$ cat src/rtl/reset_sequencer.sv
// Board reset controller: merges PLL lock, a debounced push button and a software
// request into one reset cause, then releases NUM_DOMAINS resets in staggered order.
module reset_sequencer #(
   parameter int NUM_DOMAINS     = 3,
   parameter int HOLD_CYCLES     = 31,
   parameter int STAGGER_CYCLES  = 16,
   parameter int DEBOUNCE_CYCLES = 250000
) (
   input  logic                   clk,
   input  logic                   reset_n_i,
   input  logic                   locked_i,
   input  logic                   btn_n_i,
   input  logic                   sw_reset_i,
   output logic [NUM_DOMAINS-1:0] reset_o,
   output logic                   all_released_o,
   output logic [1:0]             cause_o
);

   localparam int HOLD_W = $clog2(HOLD_CYCLES + 1);
   localparam int STAG_W = $clog2(STAGGER_CYCLES + 1);
   localparam int DEB_W  = $clog2(DEBOUNCE_CYCLES + 1);
   localparam int REL_W  = $clog2(NUM_DOMAINS + 1);

   localparam logic [HOLD_W-1:0] HOLD_LAST = HOLD_W'(HOLD_CYCLES - 1);
   localparam logic [STAG_W-1:0] STAG_LAST = STAG_W'(STAGGER_CYCLES - 1);
   localparam logic [DEB_W-1:0]  DEB_LAST  = DEB_W'(DEBOUNCE_CYCLES - 1);
   localparam logic [REL_W-1:0]  REL_LAST  = REL_W'(NUM_DOMAINS - 1);
   localparam logic [REL_W-1:0]  REL_FIRST = REL_W'(1);

   localparam logic [1:0] CAUSE_POR  = 2'b00;
   localparam logic [1:0] CAUSE_LOCK = 2'b01;
   localparam logic [1:0] CAUSE_BTN  = 2'b10;
   localparam logic [1:0] CAUSE_SW   = 2'b11;

   typedef enum logic [1:0] {
      ST_ASSERT  = 2'b00,
      ST_RELEASE = 2'b01,
      ST_RUN     = 2'b10
   } state_e;

   state_e                   state_q, state_d;
   logic                     lock_meta_q, lock_meta_d;
   logic                     lock_sync_q, lock_sync_d;
   logic                     btn_meta_q, btn_meta_d;
   logic                     btn_sync_q, btn_sync_d;
   logic                     btn_deb_q, btn_deb_d;
   logic [DEB_W-1:0]         btn_cnt_q, btn_cnt_d;
   logic [HOLD_W-1:0]        hold_q, hold_d;
   logic [STAG_W-1:0]        stag_q, stag_d;
   logic [REL_W-1:0]         rel_q, rel_d;
   logic [NUM_DOMAINS-1:0]   reset_q, reset_d;
   logic                     all_rel_q, all_rel_d;
   logic [1:0]               cause_q, cause_d;
   logic                     lock_lost;
   logic                     btn_pressed;
   logic                     trigger;

   // Synchronisers and button debouncer (button value 1 = released).
   always_comb begin
      lock_meta_d = locked_i;
      lock_sync_d = lock_meta_q;
      btn_meta_d  = btn_n_i;
      btn_sync_d  = btn_meta_q;
      btn_deb_d   = btn_deb_q;
      btn_cnt_d   = '0;
      if (btn_sync_q != btn_deb_q) begin
         if (btn_cnt_q == DEB_LAST) begin
            btn_deb_d = btn_sync_q;
         end else begin
            btn_cnt_d = btn_cnt_q + 1'b1;
         end
      end else begin
         btn_cnt_d = '0;
      end
   end

   // Sequencer next state; rel counts how many domains are already released.
   always_comb begin
      state_d     = state_q;
      hold_d      = hold_q;
      stag_d      = stag_q;
      rel_d       = rel_q;
      cause_d     = cause_q;
      lock_lost   = ~lock_sync_q;
      btn_pressed = ~btn_deb_q;
      trigger     = lock_lost | btn_pressed | sw_reset_i;
      case (state_q)
         ST_ASSERT: begin
            stag_d = '0;
            rel_d  = '0;
            if (lock_sync_q && btn_deb_q) begin
               if (hold_q == HOLD_LAST) begin
                  hold_d  = '0;
                  rel_d   = REL_FIRST;
                  state_d = (NUM_DOMAINS == 1) ? ST_RUN : ST_RELEASE;
               end else begin
                  hold_d = hold_q + 1'b1;
               end
            end else begin
               hold_d = '0;
            end
         end
         ST_RELEASE, ST_RUN: begin
            if (trigger) begin
               state_d = ST_ASSERT;
               hold_d  = '0;
               stag_d  = '0;
               rel_d   = '0;
               if (lock_lost) begin
                  cause_d = CAUSE_LOCK;
               end else if (btn_pressed) begin
                  cause_d = CAUSE_BTN;
               end else begin
                  cause_d = CAUSE_SW;
               end
            end else if (state_q == ST_RELEASE) begin
               if (stag_q == STAG_LAST) begin
                  stag_d = '0;
                  rel_d  = rel_q + 1'b1;
                  if (rel_q == REL_LAST) begin
                     state_d = ST_RUN;
                  end else begin
                     state_d = ST_RELEASE;
                  end
               end else begin
                  stag_d = stag_q + 1'b1;
               end
            end else begin
               stag_d = '0;
            end
         end
         default: begin
            state_d = ST_ASSERT;
            hold_d  = '0;
            stag_d  = '0;
            rel_d   = '0;
         end
      endcase
   end

   // Output decode from the next-state view so outputs change on the deciding edge.
   always_comb begin
      reset_d = '0;
      for (int k = 0; k < NUM_DOMAINS; k++) begin
         reset_d[k] = (k >= int'(rel_d));
      end
      all_rel_d = (state_d == ST_RUN);
   end

   // State, counter and output registers.
   always_ff @(posedge clk or negedge reset_n_i) begin
      if (!reset_n_i) begin
         state_q     <= ST_ASSERT;
         lock_meta_q <= 1'b0;
         lock_sync_q <= 1'b0;
         btn_meta_q  <= 1'b0;
         btn_sync_q  <= 1'b0;
         btn_deb_q   <= 1'b1;
         btn_cnt_q   <= '0;
         hold_q      <= '0;
         stag_q      <= '0;
         rel_q       <= '0;
         reset_q     <= '1;
         all_rel_q   <= 1'b0;
         cause_q     <= CAUSE_POR;
      end else begin
         state_q     <= state_d;
         lock_meta_q <= lock_meta_d;
         lock_sync_q <= lock_sync_d;
         btn_meta_q  <= btn_meta_d;
         btn_sync_q  <= btn_sync_d;
         btn_deb_q   <= btn_deb_d;
         btn_cnt_q   <= btn_cnt_d;
         hold_q      <= hold_d;
         stag_q      <= stag_d;
         rel_q       <= rel_d;
         reset_q     <= reset_d;
         all_rel_q   <= all_rel_d;
         cause_q     <= cause_d;
      end
   end

   assign reset_o        = reset_q;
   assign all_released_o = all_rel_q;
   assign cause_o        = cause_q;

endmodule

$ cat config.mk
export PLATFORM = sky130hd
export DESIGN_NAME = reset_sequencer
export DESIGN_NICKNAME = d
export VERILOG_FILES = /design/src/rtl/reset_sequencer.sv
export SDC_FILE = /design/constraint.sdc
export NUM_CORES = 1
export LEC_CHECK = 0
export CORE_UTILIZATION = 40
export DETAILED_ROUTE_END_ITERATION = 6
export HOLD_SLACK_MARGIN = 0.08
export PLACE_DENSITY = 0.64
export SETUP_SLACK_MARGIN = 0.3
export SLEW_MARGIN = 40
export SYNTH_ARGS = -nofsm -noshare
export SYNTH_HDL_FRONTEND = slang
export SYNTH_SLANG_ARGS = --single-unit
$ cat constraint.sdc
create_clock -name clk -period 3.25 [get_ports clk]
set_clock_uncertainty 0.1 [all_clocks]
set_input_delay 0.4875 -clock clk [delete_from_list [all_inputs] [get_ports clk]]
set_output_delay 0.4875 -clock clk [all_outputs]
set_load 0.1 [all_outputs]
# Word level (Yosys, flattened, before mapping)
# Cells that the tools add are included.
# totals
reg_bits,43
inputBits,5
out_inout_bits,6
elab_cells,63
# classes
n_addsub,4
magnitude_cmp,3
eq_ne,9
mux,25
n_bitwise,4
n_reduce_logical,5
# op_table
operator,n
18-bit two-way mux,2
5-bit two-way mux,7
2-bit two-way mux,10
18-bit by 1-bit adder with 18-bit output (second input constant),1
18-bit equality test (second input constant),1
5-bit by 1-bit adder with 5-bit output (second input constant),2
5-bit one-hot mux with 2 select lines,1
2-bit one-hot mux with 2 select lines,2
2-bit equality test (second input constant),3
5-bit by 4-bit equality test with 1-bit output (second input constant),1
5-bit equality test (second input constant),1
1-bit by 2-bit greater-or-equal comparator with 1-bit output (first input constant),2
2-bit AND reduction,2
1-bit two-way mux,3
2-bit by 1-bit adder with 2-bit output (second input constant),1
2-bit by 1-bit equality test with 1-bit output (second input constant),1
2-bit greater-or-equal comparator (first input constant),1
2-bit logical NOT,1
2-bit != test (second input constant),1
1-bit inverter,2
1-bit bitwise OR,2
2-bit OR reduction,1
1-bit logical AND,1
1-bit != test,1

# Logic depth before layout (Yosys ltp)
# depth
word_depth,7
ltp_mapped,7
mapped_depth_nobuf,6

# Least setup slack after synthesis
# No wires, ideal clock.
# synth_timing
path_type,reg2reg
startpoint,reg btn_cnt_q[0]
endpoint,reg btn_cnt_q[10]
setup_time_ps,121
t_arrival_ps,1800
setup_slack_ps,1228
stages_incl_launch_ff,7
n_path_buf,1
period_less_slack_ps,2022
path_cell_list,dfrtp_1 > ha_1 > nand3_1 > or3_1 > o21ai_1 > buf_2 > nor2_1
# synth_between
elab_chain_cells,3
word_cells_on_any_way,4
classes_between,1 x add/sub; 1 x eq/ne; 2 x mux
# synth_lines
item,line,text
start: declaration,47,"logic [DEB_W-1:0] btn_cnt_q, btn_cnt_d;"
start signal: assignment,173,btn_cnt_q <= btn_cnt_d;
18-bit by 1-bit adder with 18-bit output / 18-bit equality test (equally long branches),"70, 67",
18-bit two-way mux (*),67,if (btn_cnt_q == DEB_LAST) begin
18-bit two-way mux (*),66,if (btn_sync_q != btn_deb_q) begin
via btn_cnt_d[10],47,
# Mark *: on every way through the listed nets, which the timed path passes. The rest lies on a longest branch.
# A chain may end at the register's enable or synchronous reset.

# Worst setup path after layout
# layout_timing
startpoint,reg state_q[1]
endpoint,reg reset_q[0] (netlist: reset_o[0])
# layout_between
elab_chain_cells,5
word_cells_on_any_way,8
classes_between,1 x order compare; 2 x eq/ne; 3 x mux; 2 x reduce/logical
# layout_lines
item,line,text
start: declaration,41,"state_e state_q, state_d;"
start signal: assignment,167,state_q <= state_d;
2-bit by 1-bit equality test with 1-bit output,"87, 116",
2-bit two-way mux,116,end else if (state_q == ST_RELEASE) begin
2-bit two-way mux,104,if (trigger) begin
2-bit one-hot mux with 2 select lines (*),87,case (state_q)
via rel_d[0],50,"logic [REL_W-1:0] rel_q, rel_d;"
1-bit by 2-bit greater-or-equal comparator with 1-bit output (*),145,reset_d[k] = (k >= int'(rel_d));
via reset_d[0],51,"logic [NUM_DOMAINS-1:0] reset_q, reset_d;"
end signal: assignment,177,reset_q <= reset_d;
end: declaration,51,
# Marked as above.

==> impl_metrics.env <==
export IMPL_ys_seq_area_share_pct=52.21
export IMPL_max_freq_mhz=476.7
export IMPL_grt_pass1_wl_um=6465
export IMPL_synth_top_cell_area_share_pct=47.13
export IMPL_synth_cell_type_count=46
export IMPL_ant_nets=0
export IMPL_grt_pass1_vias=1484
export IMPL_ys_warn_count=0
export IMPL_required_ps=3360
export IMPL_clk_latency_ps=290
export IMPL_avgRoutedWirePerCell_um=12.69
export IMPL_r2r_start="state_q[1]"
export IMPL_dp_cells=276
export IMPL_drive_above_1_share_pct=11.06
export IMPL_vias_per_cell=5.165
export IMPL_crit_fanout=8
export IMPL_finalHoldViolCount=0
export IMPL_fp_dieW_um=73.95
export IMPL_cp_top_family="compound AO/OA/AOI/OAI gates"
export IMPL_final_cell_count_no_fill=284
export IMPL_final_max_slew_viol_count=0
export IMPL_critPathCaptureType="flip-flop"
export IMPL_cts_tree="done"
export IMPL_critPathLaunchType="flip-flop"
export IMPL_row_count=25
export IMPL_drtPass1Iterations=4
export IMPL_htree_levels=2
export IMPL_cts_hold_buf=0
export IMPL_p_comb_share_pct=2.9
export IMPL_ctsResizeCount=0
export IMPL_cts_inserted_buffers=5
export IMPL_cts_setup_buffers=0
export IMPL_die_area_mm2=0.005469
export IMPL_final_nets=229
export IMPL_cts_root_buf="clkbuf_8"
export IMPL_port_buffers=10
export IMPL_worstSetupPathType="reg -> reg"
export IMPL_post_route_period_util_pct=64.54
export IMPL_place_congestion=0.8367
export IMPL_ios=11
export IMPL_synth_area_mm2=0.002071
export IMPL_crit_buf_inv=1
export IMPL_internal_power_w=0.0006995
export IMPL_worstPathCellList="inv_1, ha_1, nand4b_1, a2111oi_0, a211o_1, nor2_1"
export IMPL_final_cell_mix="dfrtp_1, nor2_1, xnor2_1, inv_1, nand3_1"
export IMPL_maxCapViolations=0
export IMPL_hp_class="in -> async"
export IMPL_antenna_found_initial=0
export IMPL_drc_errors=0
export IMPL_synth_area_top_cells="dfrtp_1, nor2_1, dfstp_2, xnor2_1, ha_1"
export IMPL_syn_avg_cell_area_um2=10.30
export IMPL_p_seq_share_pct=60.8
export IMPL_period_needed_ps=2098
export IMPL_power_w=0.0008997
export IMPL_slowest_delay_ps=550
export IMPL_ctsLongestPathBuffers=2
export IMPL_crit_slowest_cell="a2111oi_0"
export IMPL_fin_tns_setup_ps=0
export IMPL_finalWirelength_um=3603
export IMPL_power_switching_w=0.0002002
export IMPL_pwr_share_clk_pct=36.2
export IMPL_core_area_mm2=0.004848
export IMPL_dp_hpwl_um=2508
export IMPL_rr_worst_depth=6
export IMPL_final_common_cell="dfrtp_1"
export IMPL_power_per_cell_area_mw_per_mm2=388.7
export IMPL_r2r_slack_ps=1150
export IMPL_ys_ff_latch=43
export IMPL_rsz0062_at_grt="false"
export IMPL_synthCells=201
export IMPL_vias=1467
export IMPL_synth_top_area_cell="dfrtp_1"
export IMPL_grt_overflow_total=0
export IMPL_cts_sinks=43
export IMPL_cp_startpoint="state_q[1]"
export IMPL_synth_nets=214
export IMPL_drtIter0Drc=41
export IMPL_max_vdd_ir_drop_uv=245.7
export IMPL_p_leak_nw=0.9896
export IMPL_status="finished, final reports clean"
export IMPL_start_util_pct=42.71
export IMPL_relSlewSlack_pct=65.44
export IMPL_die_y_um=73.95
export IMPL_tightest_slew_ps=518.5
export IMPL_track_usage_pct=15.51
export IMPL_worst_endpoint_arrival_ps=2210
export IMPL_grt_max_degree=44
export IMPL_rr_endpoint="reset_o[0]"
export IMPL_clk_pin_slew_ps=80
export IMPL_setup_viol=0
export IMPL_diodes=0
export IMPL_netSwitchingFraction_pct=22.25
export IMPL_syn_to_final_growth_pct=11.78
[cells in the mapped netlist (all sizes together)]
cell type / number
a2111oi: 2
a211o: 1
a211oi: 1
a21oi: 8
a22o: 1
and2: 1
and3: 3
and4: 2
and4b: 2
buf: 1
clkbuf: 2
dfrtp: 39
dfstp: 4
ha: 8
inv: 12
mux2: 2
nand2: 11
nand2b: 1
nand3: 12
nand3b: 2
nand4: 6
nand4b: 1
nor2: 29
nor2b: 2
nor3: 5
nor3b: 1
nor4: 6
nor4b: 1
o211a: 1
o211ai: 1
o21ai: 5
o22a: 1
o22ai: 1
o31ai: 3
o41ai: 1
or2: 1
or3: 1
or4: 3
xnor2: 12
xor2: 5
[how the worst max path moves through the flow]
stage                               end  slack, ps  cells past startpoint
after global routing         reset_o[0]       1050                      6
after global placement       reset_o[0]       1040                      5
after CTS                    reset_o[0]       1210                      6
after floorplan           btn_cnt_q[10]       1230                      6
after detailed placement     reset_o[0]       1000                      5
final                        reset_o[0]       1150                      6
[metrics by stage]
step                utilization [%]  hold slack (ps)  worst slack (ps)  area (µm²)
floorplan                         -            91.91              1228        2071
CTS                           47.74            91.43              1210        2315
finish                        47.74            68.03              1152        2315
detailed placement            45.99            234.7             998.6        2230
global route                  47.74            111.9              1051        2315
global placement              46.04            233.9              1040        2232
[power by group through the flow]
stage / combinational [W] / sequential (W) / clock [W]
after CTS: 0.0000279 / 0.000548 / 0.000343
after detailed placement: 0.0000277 / 0.000558 / 0
after global routing: 0.0000311 / 0.000549 / 0.000364
final: 0.0000264 / 0.000547 / 0.000326
after floorplan: 0.00000957 / 0.000557 / 0
after global placement: 0.0000268 / 0.000558 / 0
[cell type report]
class	count	area [µm²]
fillers	465	2534
flip-flops and latches	43	1081
multi-input cells	143	932.1
repair buffers	11	87.58
well taps	67	83.83
clock buffers	6	72.57
inverters	12	45.04
clock inverters	2	12.51
[registers in the layout (all words and copies together), names as in the netlist, 2 cells and up]
| name | cells |
|---|---|
| btn_cnt_q | 18 |
| cause_o | 2 |
| hold_q | 5 |
| rel_q | 2 |
| reset_o | 3 |
| stag_q | 5 |
| state_q | 2 |
[metal layers]
| layer | vias to the layer above | routed length [µm] | GRT usage (%) |
|---|---|---|---|
| met5 | - | 0 | 0 |
| met4 | 0 | 30 | 5.556 |
| met3 | 4 | 82 | 3.659 |
| met2 | 13 | 1780 | 26.77 |
| met1 | 712 | 1710 | 18.95 |
| li1 | 738 | - | - |
[logic make-up after synthesis]
group           count (synthesis)  share of synthesized area, %
xor+xnor                       17                         7.190
mux                             2                         1.088
flops                          43                         52.21
compound gates                 26                         8.581
simple gates                   90                         23.32
fa+ha+maj                       8                         4.834
buf+inv                        15                         2.779
(Power assumes the default switching activity.)
